<file path="src/rtl/pu_pipe_if.sv">
// Handshake bundle for one pu_pipe: input beat channel (x/w vectors) and result channel.
// The slave modport is the PU itself; the master modport is whoever feeds and drains it.
interface pu_pipe_if #(
   parameter int N      = 4,
   parameter int DATA_W = 5
);
   logic                  in_valid;
   logic                  in_ready;
   logic                  in_last;
   logic [N*DATA_W-1:0]   x_flat;
   logic [N*DATA_W-1:0]   w_flat;
   logic                  out_valid;
   logic                  out_ready;
   logic [DATA_W-1:0]     out_data;

   modport master (
      output in_valid, in_last, x_flat, w_flat, out_ready,
      input  in_ready, out_valid, out_data
   );

   modport slave (
      input  in_valid, in_last, x_flat, w_flat, out_ready,
      output in_ready, out_valid, out_data
   );
endinterface

</file>
<file path="src/rtl/pu_pipe.sv">
// Pipelined dot-product PU: input regs, multiplier stage, log2(N)-level adder tree,
// saturating accumulator, then ReLU/shift/saturate into a single-entry output register.
module pu_pipe #(
   parameter int N        = 4,
   parameter int DATA_W   = 5,
   parameter int ACC_W    = 16,
   parameter int SHIFT    = 0,
   parameter int ACT_RELU = 1
) (
   input logic      clk,
   input logic      rst,
   pu_pipe_if.slave bus
);
   localparam int L  = $clog2(N);
   localparam int PW = 2 * DATA_W;
   localparam int TW = PW + L;

   localparam logic signed [ACC_W-1:0] ACC_MAX = {1'b0, {(ACC_W-1){1'b1}}};
   localparam logic signed [ACC_W-1:0] ACC_MIN = {1'b1, {(ACC_W-1){1'b0}}};
   localparam logic signed [ACC_W-1:0] OUT_MAX = ACC_W'((2 ** (DATA_W - 1)) - 1);
   localparam logic signed [ACC_W-1:0] OUT_MIN = ACC_W'(-(2 ** (DATA_W - 1)));

   // Valid/last per stage: [0] input regs, [1] products, [2..L+1] tree levels 1..L.
   logic [L+1:0]             r_v;
   logic [L+1:0]             r_l;
   logic [N*DATA_W-1:0]      r_x;
   logic [N*DATA_W-1:0]      r_w;
   // Tree level 0 holds the products; level k uses entries 0..(N>>k)-1, all at the final width.
   logic signed [TW-1:0]     r_tree [L+1][N];
   logic signed [ACC_W-1:0]  r_acc;
   logic                     r_out_valid;
   logic [DATA_W-1:0]        r_out_data;

   logic                     w_en;
   logic signed [PW-1:0]     w_prod [N];
   logic signed [ACC_W:0]    w_sum_wide;
   logic signed [ACC_W-1:0]  w_acc_next;
   logic signed [ACC_W-1:0]  w_act;
   logic signed [ACC_W-1:0]  w_shr;
   logic [DATA_W-1:0]        w_res;

   assign w_en          = !r_out_valid || bus.out_ready;
   assign bus.in_ready  = w_en;
   assign bus.out_valid = r_out_valid;
   assign bus.out_data  = r_out_data;

   always_comb begin
      for (int i = 0; i < N; i++) begin
         w_prod[i] = PW'($signed(r_x[i*DATA_W +: DATA_W])) * PW'($signed(r_w[i*DATA_W +: DATA_W]));
      end
   end

   // NOTE: every always_comb output gets a value on every path, so no latch is inferred.
   always_comb begin
      w_sum_wide = (ACC_W+1)'(r_acc) + (ACC_W+1)'(r_tree[L][0]);
      if (w_sum_wide[ACC_W] != w_sum_wide[ACC_W-1]) begin
         w_acc_next = w_sum_wide[ACC_W] ? ACC_MIN : ACC_MAX;
      end else begin
         w_acc_next = w_sum_wide[ACC_W-1:0];
      end

      w_act = ((ACT_RELU != 0) && (w_acc_next < 0)) ? '0 : w_acc_next;
      w_shr = w_act >>> SHIFT;
      if (w_shr > OUT_MAX) begin
         w_res = OUT_MAX[DATA_W-1:0];
      end else if (w_shr < OUT_MIN) begin
         w_res = OUT_MIN[DATA_W-1:0];
      end else begin
         w_res = w_shr[DATA_W-1:0];
      end
   end

   // NOTE: all state uses <= so each stage takes its neighbour's pre-edge value.
   always_ff @(posedge clk or negedge rst) begin
      if (!rst) begin
         r_v         <= '0;
         r_l         <= '0;
         // NOTE: data registers are cleared along with valid bits so acc and out_data restart at 0.
         r_x         <= '0;
         r_w         <= '0;
         for (int k = 0; k <= L; k++) begin
            for (int i = 0; i < N; i++) begin
               r_tree[k][i] <= '0;
            end
         end
         r_acc       <= '0;
         r_out_valid <= 1'b0;
         r_out_data  <= '0;
      end else if (w_en) begin
         r_v <= {r_v[L:0], bus.in_valid};
         r_l <= {r_l[L:0], bus.in_last};
         r_x <= bus.x_flat;
         r_w <= bus.w_flat;
         for (int i = 0; i < N; i++) begin
            r_tree[0][i] <= TW'(w_prod[i]);
         end
         for (int k = 1; k <= L; k++) begin
            for (int i = 0; i < (N >> k); i++) begin
               r_tree[k][i] <= r_tree[k-1][2*i] + r_tree[k-1][2*i+1];
            end
         end

         // With en high the current output (if any) is being taken, so valid follows the new load.
         r_out_valid <= r_v[L+1] && r_l[L+1];
         if (r_v[L+1]) begin
            if (r_l[L+1]) begin
               r_acc      <= '0;
               r_out_data <= w_res;
            end else begin
               r_acc      <= w_acc_next;
            end
         end
      end
   end
endmodule

</file>
<file path="src/flat_wrapper.sv">
// flat-port wrapper written by rule: the top's interface ports become plain ports
module pu_pipe_flat 
#(
   parameter int N        = 4,
   parameter int DATA_W   = 5,
   parameter int ACC_W    = 16,
   parameter int SHIFT    = 0,
   parameter int ACT_RELU = 1
)
  (clk, rst, bus_in_valid, bus_in_last, bus_x_flat, bus_w_flat, bus_out_ready, bus_in_ready, bus_out_valid, bus_out_data);
  pu_pipe_if #(.N(N), .DATA_W(DATA_W)) bus_i ();
  input logic clk;
  input logic rst;
  input wire logic [$bits(bus_i.in_valid)-1:0] bus_in_valid;
  input wire logic [$bits(bus_i.in_last)-1:0] bus_in_last;
  input wire logic [$bits(bus_i.x_flat)-1:0] bus_x_flat;
  input wire logic [$bits(bus_i.w_flat)-1:0] bus_w_flat;
  input wire logic [$bits(bus_i.out_ready)-1:0] bus_out_ready;
  output wire logic [$bits(bus_i.in_ready)-1:0] bus_in_ready;
  output wire logic [$bits(bus_i.out_valid)-1:0] bus_out_valid;
  output wire logic [$bits(bus_i.out_data)-1:0] bus_out_data;
  assign bus_i.in_valid = bus_in_valid;
  assign bus_i.in_last = bus_in_last;
  assign bus_i.x_flat = bus_x_flat;
  assign bus_i.w_flat = bus_w_flat;
  assign bus_i.out_ready = bus_out_ready;
  assign bus_in_ready = bus_i.in_ready;
  assign bus_out_valid = bus_i.out_valid;
  assign bus_out_data = bus_i.out_data;
  pu_pipe #(.N(N), .DATA_W(DATA_W), .ACC_W(ACC_W), .SHIFT(SHIFT), .ACT_RELU(ACT_RELU)) u_core (.clk(clk), .rst(rst), .bus(bus_i));
endmodule
</file>
<file path="config.mk">
export PLATFORM = sky130hd
export DESIGN_NAME = pu_pipe_flat
export DESIGN_NICKNAME = d
export VERILOG_FILES = /design/src/rtl/pu_pipe_if.sv /design/src/rtl/pu_pipe.sv /design/src/flat_wrapper.sv
export SDC_FILE = /design/constraint.sdc
export NUM_CORES = 1
export LEC_CHECK = 0
export BUFFER_PORTS_ARGS = -buffer_cell sky130_fd_sc_hd__buf_2
export CAP_MARGIN = 10
export CORE_MARGIN = 4
export CORE_UTILIZATION = 48
export DETAILED_ROUTE_END_ITERATION = 12
export PLACE_DENSITY = 0.79
export SLEW_MARGIN = 20
export SYNTH_ARGS = -nofsm -noshare
export SYNTH_HDL_FRONTEND = slang
export SYNTH_SLANG_ARGS = --single-unit
</file>
<file path="constraint.sdc">
create_clock -name clk -period 4.03 [get_ports clk]
set_input_delay 0.403 -clock clk [delete_from_list [all_inputs] [get_ports clk]]
set_output_delay 0.403 -clock clk [all_outputs]
set_load 0.02 [all_outputs]
</file>
==> results of run 1 <==
-- registers in the layout (all words and copies together) (netlist names) --
signal                flops
u_core.r_tree            74
u_core.r_l                4
u_core.r_v                4
u_core.r_acc             16
u_core.bus.out_valid      1
u_core.r_x               20
u_core.bus.out_data       5
u_core.r_w               20
-- repair_timing --
action                     4_1_cts  5_1_grt
setup buffers                    2        0
pin swaps                        4        5
gates resized for setup          1        3
setup endpoints to repair        4        4
-- path summary, 6_finish.rpt --
path	start	cells after the start	to	slack (ps)
min in group clk	bus_w_flat[12]	3	u_core.r_w[12]	170
max in group asynchronous	rst	2	u_core.r_tree[103]	3080
setup / recovery	u_core.r_acc[0]	12	u_core.bus.out_data[0]	60
setup reg to reg	u_core.r_acc[0]	12	u_core.bus.out_data[0]	60
hold / removal	rst	1	u_core.r_w[8]	50
hold reg to reg	u_core.r_l[0]	2	u_core.r_l[0]	470
-- per-layer routing --
| layer | track usage | wire (µm) | share of wire | up-vias |
|---|---|---|---|---|
| met1 | 0.243 | 9720 | 0.45 | 3870 |
| li1 | - | - | - | 4010 |
| met2 | 0.307 | 10700 | 0.50 | 112 |
| met5 | 0 | 0 | 0 | - |
| met3 | 0.0304 | 666 | 0.031 | 28 |
| met4 | 0.0520 | 301 | 0.014 | 0 |
-- critical path: cells and delay by family (launching register included) --
| family | cells | cell delay, ps |
|---|---|---|
| AO/OA/AOI/OAI | 6 | 1630 |
| adder cells (fa/ha/maj) | 3 | 980 |
| flip-flops | 1 | 380 |
| AND/OR/NAND/NOR | 3 | 860 |
-- metrics by stage --
step	setup WS, ps	hold slack (ps)	instances	util
floorplan	108	107	1199	-
global placement	141	451	1509	0.519
detailed placement	-8.64	456	1509	0.519
CTS	7.17	107	1542	0.546
global route	-90.6	132	1542	0.546
finish	64.6	47.9	1542	0.546
-- cell families (layout without fill, tap and decap cells) --
family | after synthesis | count (layout) | share of synthesized area
simple gates | 436 | 436 | 0.178
compound gates | 207 | 207 | 0.120
flops | 144 | 144 | 0.332
fa+ha+maj | 181 | 181 | 0.258
buf+inv | 163 | 226 | 0.0564
xor+xnor | 68 | 68 | 0.0556
-- cell type report --
type | count | area, µm² | area share
clock buffer | 19 | 453 | 0.0377
timing repair buffer | 62 | 344 | 0.0286
inverter | 133 | 502 | 0.0417
multi-input combinational | 892 | 6660 | 0.554
sequential | 144 | 3600 | 0.300
clock inverter | 12 | 113 | 0.00937
tap | 280 | 350 | 0.0291
-- synthesized netlist by cell type (7+ instances only) --
cell,instances
nand2_1,258
and2_1,49
a21boi_0,7
nor2b_1,8
dfrtp_1,144
fa_1,72
a21o_1,18
nand2b_1,23
a22o_1,7
o31ai_1,11
nor2_1,62
nand3_1,10
inv_1,132
a21oi_1,69
xnor2_1,45
o21bai_1,9
clkbuf_1,27
o21ai_0,56
ha_1,109
xor2_1,22
nor3_1,8
==> metrics, run 1 <==
RSZ-0062 raised after global routing yes; max-cap viol count 0; I/O pin count between 50 and 60; ANT nets after route 0; Die W between 150 and 200 µm; WS Path Type reg2reg; syn_area_per_cell ~9.1 µm²; clock root buffer clkbuf_16; Yosys top cell by area dfrtp_1; Worst-path clk slew about 60 ps; routability congestion estimate from global placement 0.909; clock latency on the worst-skew pair between 400 and 500 ps; FILL cells approximately 1,900; WP data required 4340 ps; min Tclk post-route just under 4000 ps; commonest non-fill, non-tap cells in the layout nand2_1 (258), dfrtp_1 (144), inv_1 (132); Core Rows 54; Worst path max stage delay 480 ps; Port Buf Inserts 51; first-pass GRT wire length approximately 37 mm; starting DRC count in detailed routing between 400 and 500; largest net degree at the start of global routing roughly 100; setup TNS 0 ps; vias per cell about 5.2; setup violators final 0; gr usage total 0.182; initial core utilization 0.493; Final Cycle Share 0.984; fmax 0.252 GHz; FF+latch count, synth 144; # diodes 0; post-synth top area share 0.332; CTS tree done; critical path endpoint category flip-flop; status complete, no violations; core footprint roughly 22,000 µm²; Post-Syn Area ~11,000 µm²; worst rel slew slack 0.312; Total Wirelength 21.4 mm; CP arrival 4280 ps; final net count ~1,500; Main synth FF type dfrtp_1; YS warnings 0; Layout Area Growth over Synthesis 10.8%; Routed WL per cell 13.9 µm; DRT Pass-1 Iters 7; fraction of layout cells with a size suffix above 1 0.0840; initial antenna violation count 0; TritonCTS Buffers 17; CTS Hold Buffers Added 0; CP cell instances ha_1 -> fa_1 -> a21o_1 -> a2111oi_4 -> a2111o_1 -> o2bb2ai_1 -> ha_1 -> a21o_1 -> or4_4 -> nor4_2 -> nand4_1 -> o32a_1; worst-margin pin slew between 1000 and 1500 ps; Max Root-Sink Buffers 2; die height between 150 and 200 µm; worst-path fanout max 4; synthesized instance count approximately 1,200; Hold Crit Class in2async; htree depth 4; FFs w/ async S/R, synth 1.00; global route overflow 0; sequential share of the synthesized area 0.332; Clock Sinks ~140; Synth cell types 54; Synth area leaders dfrtp_1 (33%), fa_1 (13%), ha_1 (13%); Vias roughly 8,000; Die ar. approximately 25,000 µm²; critical path's slowest cell or4_4; most common cell after layout, fill and taps aside nand2_1; startpoint types flip-flop; Final Hold Fails 0; vias in the first global route slightly above 8,000; placed inst area 11,400 µm²; worst clock skew roughly 10 ps; syn_nets approximately 1,400; EDFF count, synth 0; final instance area roughly 12,000 µm²; post-DP HPWL around 16 mm; # DRC 0; Final Slew Violations 0
Power of run 1 is left out: the tool's default activity adds up to more than one toggle a clock period on the data nets, which glitch-free logic cannot reach.
==> run 2, diff against run 1 <==
Clock period 4.03 ns to 3.4 ns, I/O delays scaled along.
==> run 2 against run 1 <==
The flow now finishes with violations (negative setup slack). Non-clock buffer count grew 127. Register-to-register slack worse by 630 ps. Utilization is 7.1 points higher. Hold slack better by 55 ps. Wire length rose by 25%. Clock-buffer cell count down 1. Sequential share of layout area down 3.4 points. Cell area increased by 13%. Clock skew is 1.3 ps higher. Critical path type unchanged. Highest routed layer unchanged.
==> metrics, run 2 (synthesis gave the netlist of run 1 again) <==
vias per cell approximately 5.3; GR peak layer met2; fraction of layout cells with a size suffix above 1 0.242; I/O pin count 52; Die W ~160 µm; setup violators final 25; die height about 160 µm; RSZ-0062 raised after global routing yes; ANT nets after route 0; Largest regs u_core.r_tree: 74 flops, u_core.r_w: 20 flops, u_core.r_x: 20 flops; max FFs per register 74; min Tclk post-route between 3000 and 4000 ps; fmax approximately 0.25 GHz; commonest non-fill, non-tap cells in the layout nand2_1 (249), dfrtp_1 (135), buf_4 (121); Layout Area Growth over Synthesis 25.1%; first-pass GRT wire length around 42 mm; Max Root-Sink Buffers 2; global route overflow 0; worst clock skew between 10 and 15 ps; Clock Sinks 144; startpoint types flip-flop; GRT met1 Usage 0.248; Hold Crit Class in2reg; Worst path max stage delay approximately 500 ps; routability congestion estimate from global placement 0.912; worst rel slew slack 0.301; initial antenna violation count 0; critical path's slowest cell or4_4; gr usage total 0.204; CP arrival around 4300 ps; met2 Use GR 0.360; CP cell instances ha_1 -> a21oi_2 -> o211ai_1 -> o41a_1 -> a31o_2 -> a21oi_2 -> o21ai_2 -> xnor2_2 -> ha_4 -> a21o_1 -> or4_4 -> nor4_4 -> nand4_1 -> o32a_1; clock latency on the worst-skew pair around 430 ps; worst-path fanout max 4; htree depth 4; Die ar. approximately 25,000 µm²; Final Cycle Share 1.17; WP data required about 3700 ps; met3 usage 0.0367; Reg with most FFs u_core.r_tree; FILL cells about 1,700; CP dominant cell by count a21oi_2; worst path bufs/invs 0; Final Hold Fails 0; clock root buffer clkbuf_16; Final Worst Setup Slack -570 ps; Core Rows 54; # DRC 0; CP top delay family compound AO/OA/AOI/OAI gates; Port Buf Inserts between 50 and 60; failing checks negative setup slack; worst-margin pin slew around 1000 ps; status complete, but fails checks; starting DRC count in detailed routing around 450; Non-Filler Instances 1,670; Worst-path clk slew about 60 ps; Vias between 8,000 and 9,000; critical path endpoint category flip-flop; DRT Pass-1 Iters 6; largest net degree at the start of global routing 100; initial core utilization 0.493; post-DP HPWL roughly 17 mm; Final Slew Violations 0; TritonCTS Buffers 17; CTS tree done; Inst Count DP between 1,500 and 2,000; Routed WL per cell approximately 16 µm; core footprint between 20,000 and 25,000 µm²; Total Wirelength 26.7 mm; most common cell after layout, fill and taps aside nand2_1; vias in the first global route approximately 8,900; max-cap viol count 0; WS Path Type reg2reg; final net count approximately 1,600; # diodes 0
## run 2: changes by cell type in the layout (fill, tap and decap cells not counted), sizes merged
| cell | delta |
|---|---|
| inv | +3 |
| clkbuf | -1 |
| dlygate4sd3 | +1 |
| clkinvlp | +1 |
| clkinv | -2 |
| buf | +126 |
## run 2: per-stage QoR
| step | hold slack, ps | TNS, ps | setup WS (ps) | utilization | instance area, µm² |
|---|---|---|---|---|---|
| 3_5_place_dp | 361 | -3580 | -543 | 0.551 | 12100 |
| 2_1_floorplan | 44.4 | -1540 | -384 | - | 10900 |
| 5_1_grt | 100 | -7910 | -707 | 0.617 | 13600 |
| 3_3_place_gp | 353 | -1930 | -418 | 0.551 | 12100 |
| 6_report | 103 | -3970 | -570 | 0.617 | 13600 |
| 4_1_cts | 90.7 | -1990 | -450 | 0.590 | 13000 |
## run 2: worst paths after layout
kind                                        startpoint                     end  slack (ps)  depth (start not counted)
worst max-delay path                 u_core.r_tree[37]  u_core.bus.out_data[3]        -570                         14
worst min-delay path                    bus_w_flat[13]          u_core.r_w[13]         100                          3
worst max register to register       u_core.r_tree[37]  u_core.bus.out_data[3]        -570                         14
worst min register to register  u_core.bus.out_data[4]  u_core.bus.out_data[4]         480                          1
max in group asynchronous                          rst  u_core.bus.out_data[4]        2070                          3
min in group asynchronous                          rst           u_core.r_x[9]         450                          2
## run 2: cell type report
cell class | instances | area, µm² | area share
Multi-Input combinational cell | 892 | 7160 | 0.528
Tap cell | 280 | 350 | 0.0258
Timing Repair Buffer | 189 | 1380 | 0.101
Clock inverter | 14 | 133 | 0.00977
Clock buffer | 18 | 439 | 0.0323
Inverter | 133 | 502 | 0.0369
Sequential cell | 144 | 3610 | 0.266
## run 2: layer usage
metal | part of all wire | wire length [µm]
met5 | 0 | 0
met3 | 0.034 | 907
met2 | 0.53 | 14100
met4 | 0.033 | 869
met1 | 0.40 | 10800
## run 2: worst min-delay path, cell delays in order
cell	delay, ps
buf_2	70
nand2_1	40
nand2_1	50
## run 2: what timing repair did
| action | CTS | global route |
|---|---|---|
| resized for setup | 26 | 114 |
| setup endpoints to repair | 28 | 34 |
| hold endpoints to repair | 60 | 0 |
| hold buffers | 1 | 0 |
| pin swaps | 53 | 88 |
| buffers inserted | 27 | 24 |
Power of run 2 is left out for the same reason.
